**config.mk**
```make
export PLATFORM = sky130hd
export DESIGN_NAME = result_stream_packer
export DESIGN_NICKNAME = d
export VERILOG_FILES = /design/src/rtl/asip_io_pkg.sv /design/src/rtl/sync_fifo.sv /design/src/rtl/result_stream_packer.sv
export SDC_FILE = /design/constraint.sdc
export NUM_CORES = 1
export LEC_CHECK = 0
export ABC_AREA = 1
export CAP_MARGIN = 20
export CORE_MARGIN = 2
export CORE_UTILIZATION = 34
export DETAILED_ROUTE_END_ITERATION = 10
export SETUP_SLACK_MARGIN = 0.15
export SLEW_MARGIN = 20
export SYNTH_ARGS = -nofsm -noshare
export SYNTH_HDL_FRONTEND = slang
export SYNTH_SLANG_ARGS = --single-unit
```
**constraint.sdc**
```tcl
create_clock -name clk -period 4.88 [get_ports clk]
set_clock_uncertainty 0.15 [all_clocks]
set_input_delay 0.732 -clock clk [delete_from_list [all_inputs] [get_ports clk]]
set_output_delay 0.732 -clock clk [all_outputs]
set_load 0.005 [all_outputs]
```
**src/rtl/asip_io_pkg.sv**
```systemverilog
// Shared types and default sizing for the result output path.
// Modules take DATA_W/DEPTH as parameters; the DEF_* values here are the
// defaults, and BYTES_PER_WORD/PTR_W are derived from those defaults.
package asip_io_pkg;

  typedef enum logic {
    IDLE = 1'b0,
    SEND = 1'b1
  } ser_state_t;

  localparam int unsigned DEF_DATA_W     = 64;
  localparam int unsigned DEF_DEPTH      = 16;
  localparam int unsigned BYTES_PER_WORD = DEF_DATA_W / 8;
  localparam int unsigned PTR_W          = $clog2(DEF_DEPTH);

  // Width of a counter indexing n items; never less than 1 bit.
  function automatic int unsigned idx_width(input int unsigned n);
    return (n > 1) ? $clog2(n) : 1;
  endfunction

endpackage

```
**src/rtl/sync_fifo.sv**
```systemverilog
// Single-clock word FIFO.
//   clk, rst     : clock, asynchronous active-low reset
//   push/wr_data : write request; ignored when full
//   pop/rd_data  : read request; rd_data shows the head word combinationally
//   count        : words stored (0..DEPTH)
//   full, empty  : status flags derived from count
module sync_fifo
  import asip_io_pkg::*;
#(
  parameter int unsigned DATA_W = DEF_DATA_W,
  parameter int unsigned DEPTH  = DEF_DEPTH
) (
  input  logic                   clk,
  input  logic                   rst,
  input  logic                   push,
  input  logic [DATA_W-1:0]      wr_data,
  input  logic                   pop,
  output logic [DATA_W-1:0]      rd_data,
  output logic [$clog2(DEPTH):0] count,
  output logic                   full,
  output logic                   empty
);

  localparam int unsigned AW = $clog2(DEPTH);

  logic [DATA_W-1:0] mem [DEPTH];
  logic [AW-1:0]     wr_ptr;
  logic [AW-1:0]     rd_ptr;
  logic              wr_en;
  logic              rd_en;

  assign full    = (count == (AW+1)'(DEPTH));
  assign empty   = (count == '0);
  assign wr_en   = push && !full;
  assign rd_en   = pop && !empty;
  assign rd_data = mem[rd_ptr];

  always_ff @(posedge clk) begin
    if (wr_en) mem[wr_ptr] <= wr_data;
  end

  // DEPTH is a power of two, so the pointers wrap naturally.
  always_ff @(posedge clk or negedge rst) begin
    if (!rst) begin
      wr_ptr <= '0;
      rd_ptr <= '0;
      count  <= '0;
    end else begin
      if (wr_en) wr_ptr <= wr_ptr + AW'(1);
      if (rd_en) rd_ptr <= rd_ptr + AW'(1);
      case ({wr_en, rd_en})
        2'b10:   count <= count + (AW+1)'(1);
        2'b01:   count <= count - (AW+1)'(1);
        default: count <= count;
      endcase
    end
  end

endmodule

```
**src/rtl/result_stream_packer.sv**
```systemverilog
// Buffers processor result words and serialises them MSB-first as bytes
// over a valid/ready handshake.
//   clk, rst            : clock, asynchronous active-low reset
//   in_valid, in_data   : result word strobe and data from the processor
//   out_valid/out_ready : byte handshake toward the sink
//   out_byte, out_last  : current byte; out_last marks a word's LSB byte
//   fifo_count          : words queued, excluding the one being serialised
//   overflow, clr_ovf   : sticky dropped-word flag and its synchronous clear
module result_stream_packer
  import asip_io_pkg::*;
#(
  parameter int unsigned DATA_W = DEF_DATA_W,
  parameter int unsigned DEPTH  = DEF_DEPTH
) (
  input  logic                   clk,
  input  logic                   rst,
  input  logic                   in_valid,
  input  logic [DATA_W-1:0]      in_data,
  output logic                   out_valid,
  input  logic                   out_ready,
  output logic [7:0]             out_byte,
  output logic                   out_last,
  output logic [$clog2(DEPTH):0] fifo_count,
  output logic                   overflow,
  input  logic                   clr_ovf
);

  localparam int unsigned BPW   = DATA_W / 8;
  localparam int unsigned IDX_W = idx_width(BPW);

  ser_state_t        state, state_d;
  logic [DATA_W-1:0] shift_reg, shift_d;
  logic [IDX_W-1:0]  byte_idx, idx_d;
  logic              pop;
  logic              is_last;
  logic              drop;
  logic [DATA_W-1:0] fifo_rd_data;
  logic              fifo_full;
  logic              fifo_empty;

  sync_fifo #(
    .DATA_W (DATA_W),
    .DEPTH  (DEPTH)
  ) u_fifo (
    .clk     (clk),
    .rst     (rst),
    .push    (in_valid),
    .wr_data (in_data),
    .pop     (pop),
    .rd_data (fifo_rd_data),
    .count   (fifo_count),
    .full    (fifo_full),
    .empty   (fifo_empty)
  );

  // Fullness is judged before any same-cycle pop, so a word arriving at a
  // full FIFO is dropped even if a slot frees up on that edge.
  assign drop = in_valid && fifo_full;

  assign is_last   = (byte_idx == IDX_W'(BPW - 1));
  assign out_valid = (state == SEND);
  assign out_byte  = shift_reg[DATA_W-1 -: 8];
  assign out_last  = (state == SEND) && is_last;

  always_ff @(posedge clk or negedge rst) begin
    if (!rst) begin
      state     <= IDLE;
      shift_reg <= '0;
      byte_idx  <= '0;
    end else begin
      state     <= state_d;
      shift_reg <= shift_d;
      byte_idx  <= idx_d;
    end
  end

  always_comb begin
    state_d = state;
    shift_d = shift_reg;
    idx_d   = byte_idx;
    pop     = 1'b0;
    case (state)
      IDLE: begin
        if (!fifo_empty) begin
          pop     = 1'b1;
          shift_d = fifo_rd_data;
          idx_d   = '0;
          state_d = SEND;
        end
      end
      SEND: begin
        if (out_ready) begin
          if (!is_last) begin
            shift_d = shift_reg << 8;
            idx_d   = byte_idx + IDX_W'(1);
          end else if (!fifo_empty) begin
            // Reload directly from the FIFO head: no idle cycle between words.
            pop     = 1'b1;
            shift_d = fifo_rd_data;
            idx_d   = '0;
          end else begin
            shift_d = shift_reg << 8;
            state_d = IDLE;
          end
        end
      end
      default: state_d = IDLE;
    endcase
  end

  always_ff @(posedge clk or negedge rst) begin
    if (!rst)         overflow <= 1'b0;
    else if (drop)    overflow <= 1'b1;
    else if (clr_ovf) overflow <= 1'b0;
  end

endmodule

```
==> metrics.txt, run 1 <==
async set-reset flop share out of synthesis 7.41%; DIE AREA 142000 µm²; non-filler instance count after layout 6349; synthesized flop and latch total 1106; setup repair after global routing missed its margin false; total congestion overflow 0; Worst Path Class, Setup reg2reg; most frequent cells in the layout sky130_fd_sc_hd__nand2_1, sky130_fd_sc_hd__edfxtp_1, sky130_fd_sc_hd__nand3_1; crit-path most repeated cell sky130_fd_sc_hd__nand2_1; number of pins exceeding their max-slew limit in the final report 0; Clock Pin Slew Worst Setup and Hold Paths 0.06 ns; number of remaining DRC errors 0; count of clock tree sinks 1106; Critical Path Sink Type register; highest metal used met5; fraction of synthesized cell area taken by the top area cell type 65.3%; Mapped Area 47100 µm²; Port-buffer cells 84; setup TNS 0 ns; number of CTS-inserted buffers 109; antenna-violating nets left 0; number of buffers inserted by post-CTS setup repair 0; antenna violations before repair 5; vias per inst 4.83; pin count of the biggest net entering global routing 163; combined global-route utilization of all metal layers 16.6%; met2 wire length 56000 µm; Core Footprint 137000 µm²; routability congestion estimate from global placement 0.798; critical path startpoint category register; actual transition at the worst max-transition pin 0.987 ns; I/O pin total 85; Top FF cell, synth sky130_fd_sc_hd__edfxtp_1; power density normalized to cell area 550 nW/µm²; number of placement rows 136; delay of the slowest cell on the worst path 0.39 ns; max_slew headroom 34.2%; cell type with the largest total area after synthesis sky130_fd_sc_hd__edfxtp_1; slowest stage cell on the critical path sky130_fd_sc_hd__dfrtp_1; worst-case setup slack after placement 1.21 ns; wire length of the first global-routing pass 181000 µm; Synth cell types 27; commonest non-fill, non-tap cell in the layout sky130_fd_sc_hd__nand2_1; final worst slack 1.30 ns; fillcell total 13200; aggregate routed wire length 119000 µm; largest voltage drop on the vdd net 454 µV; final worst path period need 3.58 ns; register-to-register path setup slack 1.30 ns; top cell family by delay on the critical path adder cells; sequential share of the synthesized area 69.6%; highest clock frequency the design can meet 279 MHz; max-cap viol count 0; vias post-DR 30700; HPWL reported at the end of detailed placement 62000 µm; fraction of final layout cells with drive strength greater than 1 5.75%; number of nets in the layout 4539; initial standard-cell utilization of the core 34.3%; synthesized net count 4521; average detailed-routed wire length per instance 18.7 µm; Worst Path Buf+Inv 3; count of flip-flops with a built-in enable after synthesis 1024; height of the die 376 µm; largest fanout on the critical path 28; width of the die 376 µm; TritonCTS clock tree done; status complete, no violations; most area-consuming cells after synthesis sky130_fd_sc_hd__edfxtp_1, sky130_fd_sc_hd__nand2_1, sky130_fd_sc_hd__nand3_1; via count of the first global-routing pass 29400; ordered cell list for the critical path ha_1 -> ha_1 -> or2_1 -> nand2_1 -> nand2_4 -> nand2_1 -> inv_1 -> ha_1 -> ha_1 -> inv_1 -> o21bai_1 -> inv_1 -> nand2_1 -> xor2_1 -> nand2_1 -> nand2_1; Syn Inst Count 4441; Largest register FFs 1024; total leakage power 0.0218 µW; First-pass DRT Iterations 5; total of endpoints with negative setup slack in the final report 0; YS warnings 0; maximum clock insertion buffer count 3; classification of the worst-slack hold path reg2reg; power consumption 29300 µW; clk_lat worst skew 0.72 ns; synthesized area per cell 10.6 µm²; initial DRC count 3023; number of cells in the design after placement 6141; area grow syn2layout 13.1%; sum of met3 wire segment lengths after detailed routing 7220 µm; total number of H-tree levels 3; M1 WL 52600 µm; final-report hold violation count 0; Worst Path Required 5.39 ns; Final period util 73.4%; cell at the root of the clock tree sky130_fd_sc_hd__clkbuf_16; arrival time at the worst endpoint 4.09 ns
==> final timing paths <==
check / from / to / cells past startpoint
max in group asynchronous: rst / shift_reg[59] / 3
setup reg to reg: byte_idx[0] / u_fifo.count[4] / 16
setup / recovery: byte_idx[0] / u_fifo.count[4] / 16
hold / removal: byte_idx[2] / byte_idx[2] / 2
hold reg to reg: byte_idx[2] / byte_idx[2] / 2
min in group asynchronous: rst / overflow / 2
==> routing by layer <==
metal | up-vias | GRT usage (%)
met1 | 15000 | 22.8
met5 | - | 0
met2 | 913 | 27.1
met4 | 4 | 4.81
met3 | 202 | 2.82
li1 | 14600 | -
==> area by class of cell <==
cell class	instances	area (µm²)	area share, %
sequential	1106	32800	61.6
multi-input combinational	2534	10900	20.4
clock buffer	165	3180	5.97
tap	1794	2240	4.21
inverter	555	2110	3.96
timing repair buffer	153	1650	3.09
clock inverter	40	378	0.709
antenna	2	5.00	0.00939
==> repair_timing <==
item	CTS	global route
hold buffers	1	0
hold endpoints to repair	54	0
resized for setup	0	0
==> power by group <==
part / internal (µW) / switching [µW] / leakage, µW
clock network: 4810 / 3580 / 0.00175
logic: 2530 / 6340 / 0.00971
registers: 11500 / 555 / 0.0103
total: 18800 / 10500 / 0.0218
==> cell families (layout without fill, tap and decap cells) <==
group	after synthesis	after routing	share of synthesized area (%)
other	0	2	0
and+or+nand+nor	2380	2380	20.8
adders and majority gates	11	11	0.292
AOI/OAI and AO/OA	132	132	1.56
buffers and inverters	801	913	7.55
xor gates and xnor gates	11	11	0.204
DFF	1106	1106	69.6
==> cells in the mapped netlist, types with 2 or more instances <==
master                     instances
sky130_fd_sc_hd__nand2_1        1604
sky130_fd_sc_hd__xor2_1            9
sky130_fd_sc_hd__xnor2_1           2
sky130_fd_sc_hd__inv_1           551
sky130_fd_sc_hd__nand4_1           3
sky130_fd_sc_hd__o211ai_1         25
sky130_fd_sc_hd__nor2_1           95
sky130_fd_sc_hd__buf_2            95
sky130_fd_sc_hd__inv_2             3
sky130_fd_sc_hd__edfxtp_1       1024
sky130_fd_sc_hd__clkbuf_1         65
sky130_fd_sc_hd__ha_1             11
sky130_fd_sc_hd__dfrtp_1          82
sky130_fd_sc_hd__nor2_2            2
sky130_fd_sc_hd__o21ai_0          76
sky130_fd_sc_hd__buf_4            15
sky130_fd_sc_hd__nand3_1         674
sky130_fd_sc_hd__o21ai_1          27
sky130_fd_sc_hd__buf_6            50
sky130_fd_sc_hd__buf_1            21
==> worst min-delay path, stage by stage (launching register included) <==
cell                      delay, ns
sky130_fd_sc_hd__dfrtp_1       0.35
sky130_fd_sc_hd__nand2_1       0.05
sky130_fd_sc_hd__nand2_1       0.04
==> through the flow <==
step	utilization, %	hold WS, ns	area (µm²)
after floorplan	-	0.286	47100
after global placement	36.1	0.306	49700
after detailed placement	36.1	0.311	49700
after CTS	38.7	0.327	53300
after global routing	38.7	0.342	53300
final	38.7	0.327	53300
Note: power is estimated with default switching activity, not from simulation.
==> inputs of run 2 (changes only) <==
- clock period: 4.88 -> 3.1 ns (I/O delays scaled with it)
==> run 2 against run 1 <==
Against the previous run: maximum frequency is 27% higher; count of clock-buffer cells in the layout is 9 lower; sequential power is 57% higher; clock power is 61% higher; power is 61% higher; via count is 0.50% higher; hold slack worse by 0.15 ns; register-to-register slack worse by 1.0 ns; utilization is 0.52 points higher; critical path type unchanged; critical endpoint unchanged.
==> metrics.txt, run 2 (synthesis results as in run 1) <==
final-report hold violation count 0; via count of the first global-routing pass 29400; maximum clock insertion buffer count 3; critical path startpoint category register; max_slew headroom 47.1%; width of the die 376 µm; setup TNS 0 ns; power density normalized to cell area 872 nW/µm²; number of placement rows 136; initial standard-cell utilization of the core 34.3%; Worst Path Class, Setup reg2reg; Worst Path Required 3.61 ns; count of clock tree sinks 1106; antenna-violating nets left 0; number of CTS-inserted buffers 113; number of nets in the layout 4566; combined global-route utilization of all metal layers 17.2%; Critical Path Sink Type register; antenna violations before repair 6; height of the die 376 µm; Port-buffer cells 84; vias per inst 4.83; number of buffers inserted by post-CTS setup repair 0; commonest non-fill, non-tap cell in the layout sky130_fd_sc_hd__nand2_1; arrival time at the worst endpoint 3.33 ns; highest clock frequency the design can meet 356 MHz; largest voltage drop on the vdd net 647 µV; most frequent cells in the layout sky130_fd_sc_hd__nand2_1, sky130_fd_sc_hd__edfxtp_1, sky130_fd_sc_hd__nand3_1; Largest register FFs 1024; TritonCTS clock tree done; fraction of final layout cells with drive strength greater than 1 6.37%; fillcell total 13100; number of pins exceeding their max-slew limit in the final report 0; total of endpoints with negative setup slack in the final report 0; final worst slack 0.288 ns; total congestion overflow 0; wire length of the first global-routing pass 186000 µm; pin count of the biggest net entering global routing 135; setup repair after global routing missed its margin false; status complete, no violations; routability congestion estimate from global placement 0.782; actual transition at the worst max-transition pin 0.793 ns; First-pass DRT Iterations 5; Core Footprint 137000 µm²; total leakage power 0.0221 µW; HPWL reported at the end of detailed placement 64800 µm; clk_lat worst skew 0.72 ns; number of cells in the design after placement 6164; worst-case setup slack after placement 0.128 ns; non-filler instance count after layout 6382; Clock Pin Slew Worst Setup and Hold Paths 0.06 ns; average detailed-routed wire length per instance 19.2 µm; Final period util 90.7%; vias post-DR 30800; classification of the worst-slack hold path in2async; max-cap viol count 0; final worst path period need 2.81 ns; number of remaining DRC errors 0; area grow syn2layout 14.6%; cell at the root of the clock tree sky130_fd_sc_hd__clkbuf_16; DIE AREA 142000 µm²; largest fanout on the critical path 3; total number of H-tree levels 3; aggregate routed wire length 122000 µm; initial DRC count 2982; I/O pin total 85
-- run 2: critical path: stages, from the launching register on --
cell and delay, ns:
sky130_fd_sc_hd__dfrtp_1 0.39, sky130_fd_sc_hd__ha_1 0.21, sky130_fd_sc_hd__ha_1 0.19, sky130_fd_sc_hd__or2_1 0.27, sky130_fd_sc_hd__nand2_1 0.12, sky130_fd_sc_hd__nand2_4 0.05, sky130_fd_sc_hd__nand2_1 0.09, sky130_fd_sc_hd__inv_1 0.07
sky130_fd_sc_hd__ha_1 0.25, sky130_fd_sc_hd__ha_1 0.34, sky130_fd_sc_hd__inv_1 0.07, sky130_fd_sc_hd__o21bai_1 0.16, sky130_fd_sc_hd__inv_1 0.07, sky130_fd_sc_hd__nand2_1 0.08, sky130_fd_sc_hd__xor2_1 0.14, sky130_fd_sc_hd__nand2_1 0.06
sky130_fd_sc_hd__nand2_1 0.05
-- run 2: what timing repair did --
action	4_1_cts	5_1_grt
hold buffers	1	0
gates resized for setup	0	3
endpoints found under the hold margin	45	0
setup endpoints to repair	0	34
-- run 2: layout make-up --
class	instances	area (µm²)	share of cell area, %
tap	1794	2240	4.16
inverter	555	2110	3.90
multi-input combinational	2534	10900	20.2
clock buffer	156	3140	5.81
timing repair buffer	176	2220	4.12
sequential	1106	32800	60.8
clock inverter	59	547	1.01
antenna	2	5.00	0.00927
-- run 2: per-stage QoR --
| stage | power [µW] | hold WS, ns | util, % | area [µm²] |
|---|---|---|---|---|
| after global placement | 33800 | 0.309 | 36.6 | 50300 |
| after CTS | 47400 | 0.117 | 39.3 | 54000 |
| after floorplan | 28900 | 0.0194 | - | 47200 |
| after detailed placement | 33900 | 0.310 | 36.6 | 50300 |
| final | 47100 | 0.176 | 39.3 | 54000 |
| after global routing | 49700 | 0.137 | 39.3 | 54000 |
-- run 2: report_power, final --
group | total, µW | switching (µW) | leakage, µW | internal, µW
combinational | 14700 | 10300 | 0.00993 | 4330
clock | 13500 | 5780 | 0.00182 | 7750
sequential | 18900 | 833 | 0.0103 | 18100
total | 47100 | 16900 | 0.0221 | 30200
-- run 2: worst paths after layout --
check / slack (ns) / depth (start not counted) / startpoint / end
max: 0.29 / 16 / byte_idx[0] / u_fifo.count[4]
min: 0.18 / 2 / rst / overflow
max reg2reg: 0.29 / 16 / byte_idx[0] / u_fifo.count[4]
min reg2reg: 0.33 / 2 / shift_reg[54] / shift_reg[54]
max in group asynchronous: 1.70 / 3 / rst / shift_reg[31]
min in group clk: 0.18 / 2 / clr_ovf / overflow
-- run 2: layer usage --
| metal | part of all wire [%] | wire length [µm] | global-route usage, % | up-vias |
|---|---|---|---|---|
| li1 | - | - | - | 14700 |
| met1 | 44 | 53900 | 24.0 | 14900 |
| met2 | 47 | 57200 | 27.6 | 1020 |
| met3 | 6.8 | 8270 | 2.88 | 191 |
| met4 | 2.5 | 3010 | 4.53 | 4 |
| met5 | 0.019 | 23 | 0 | - |
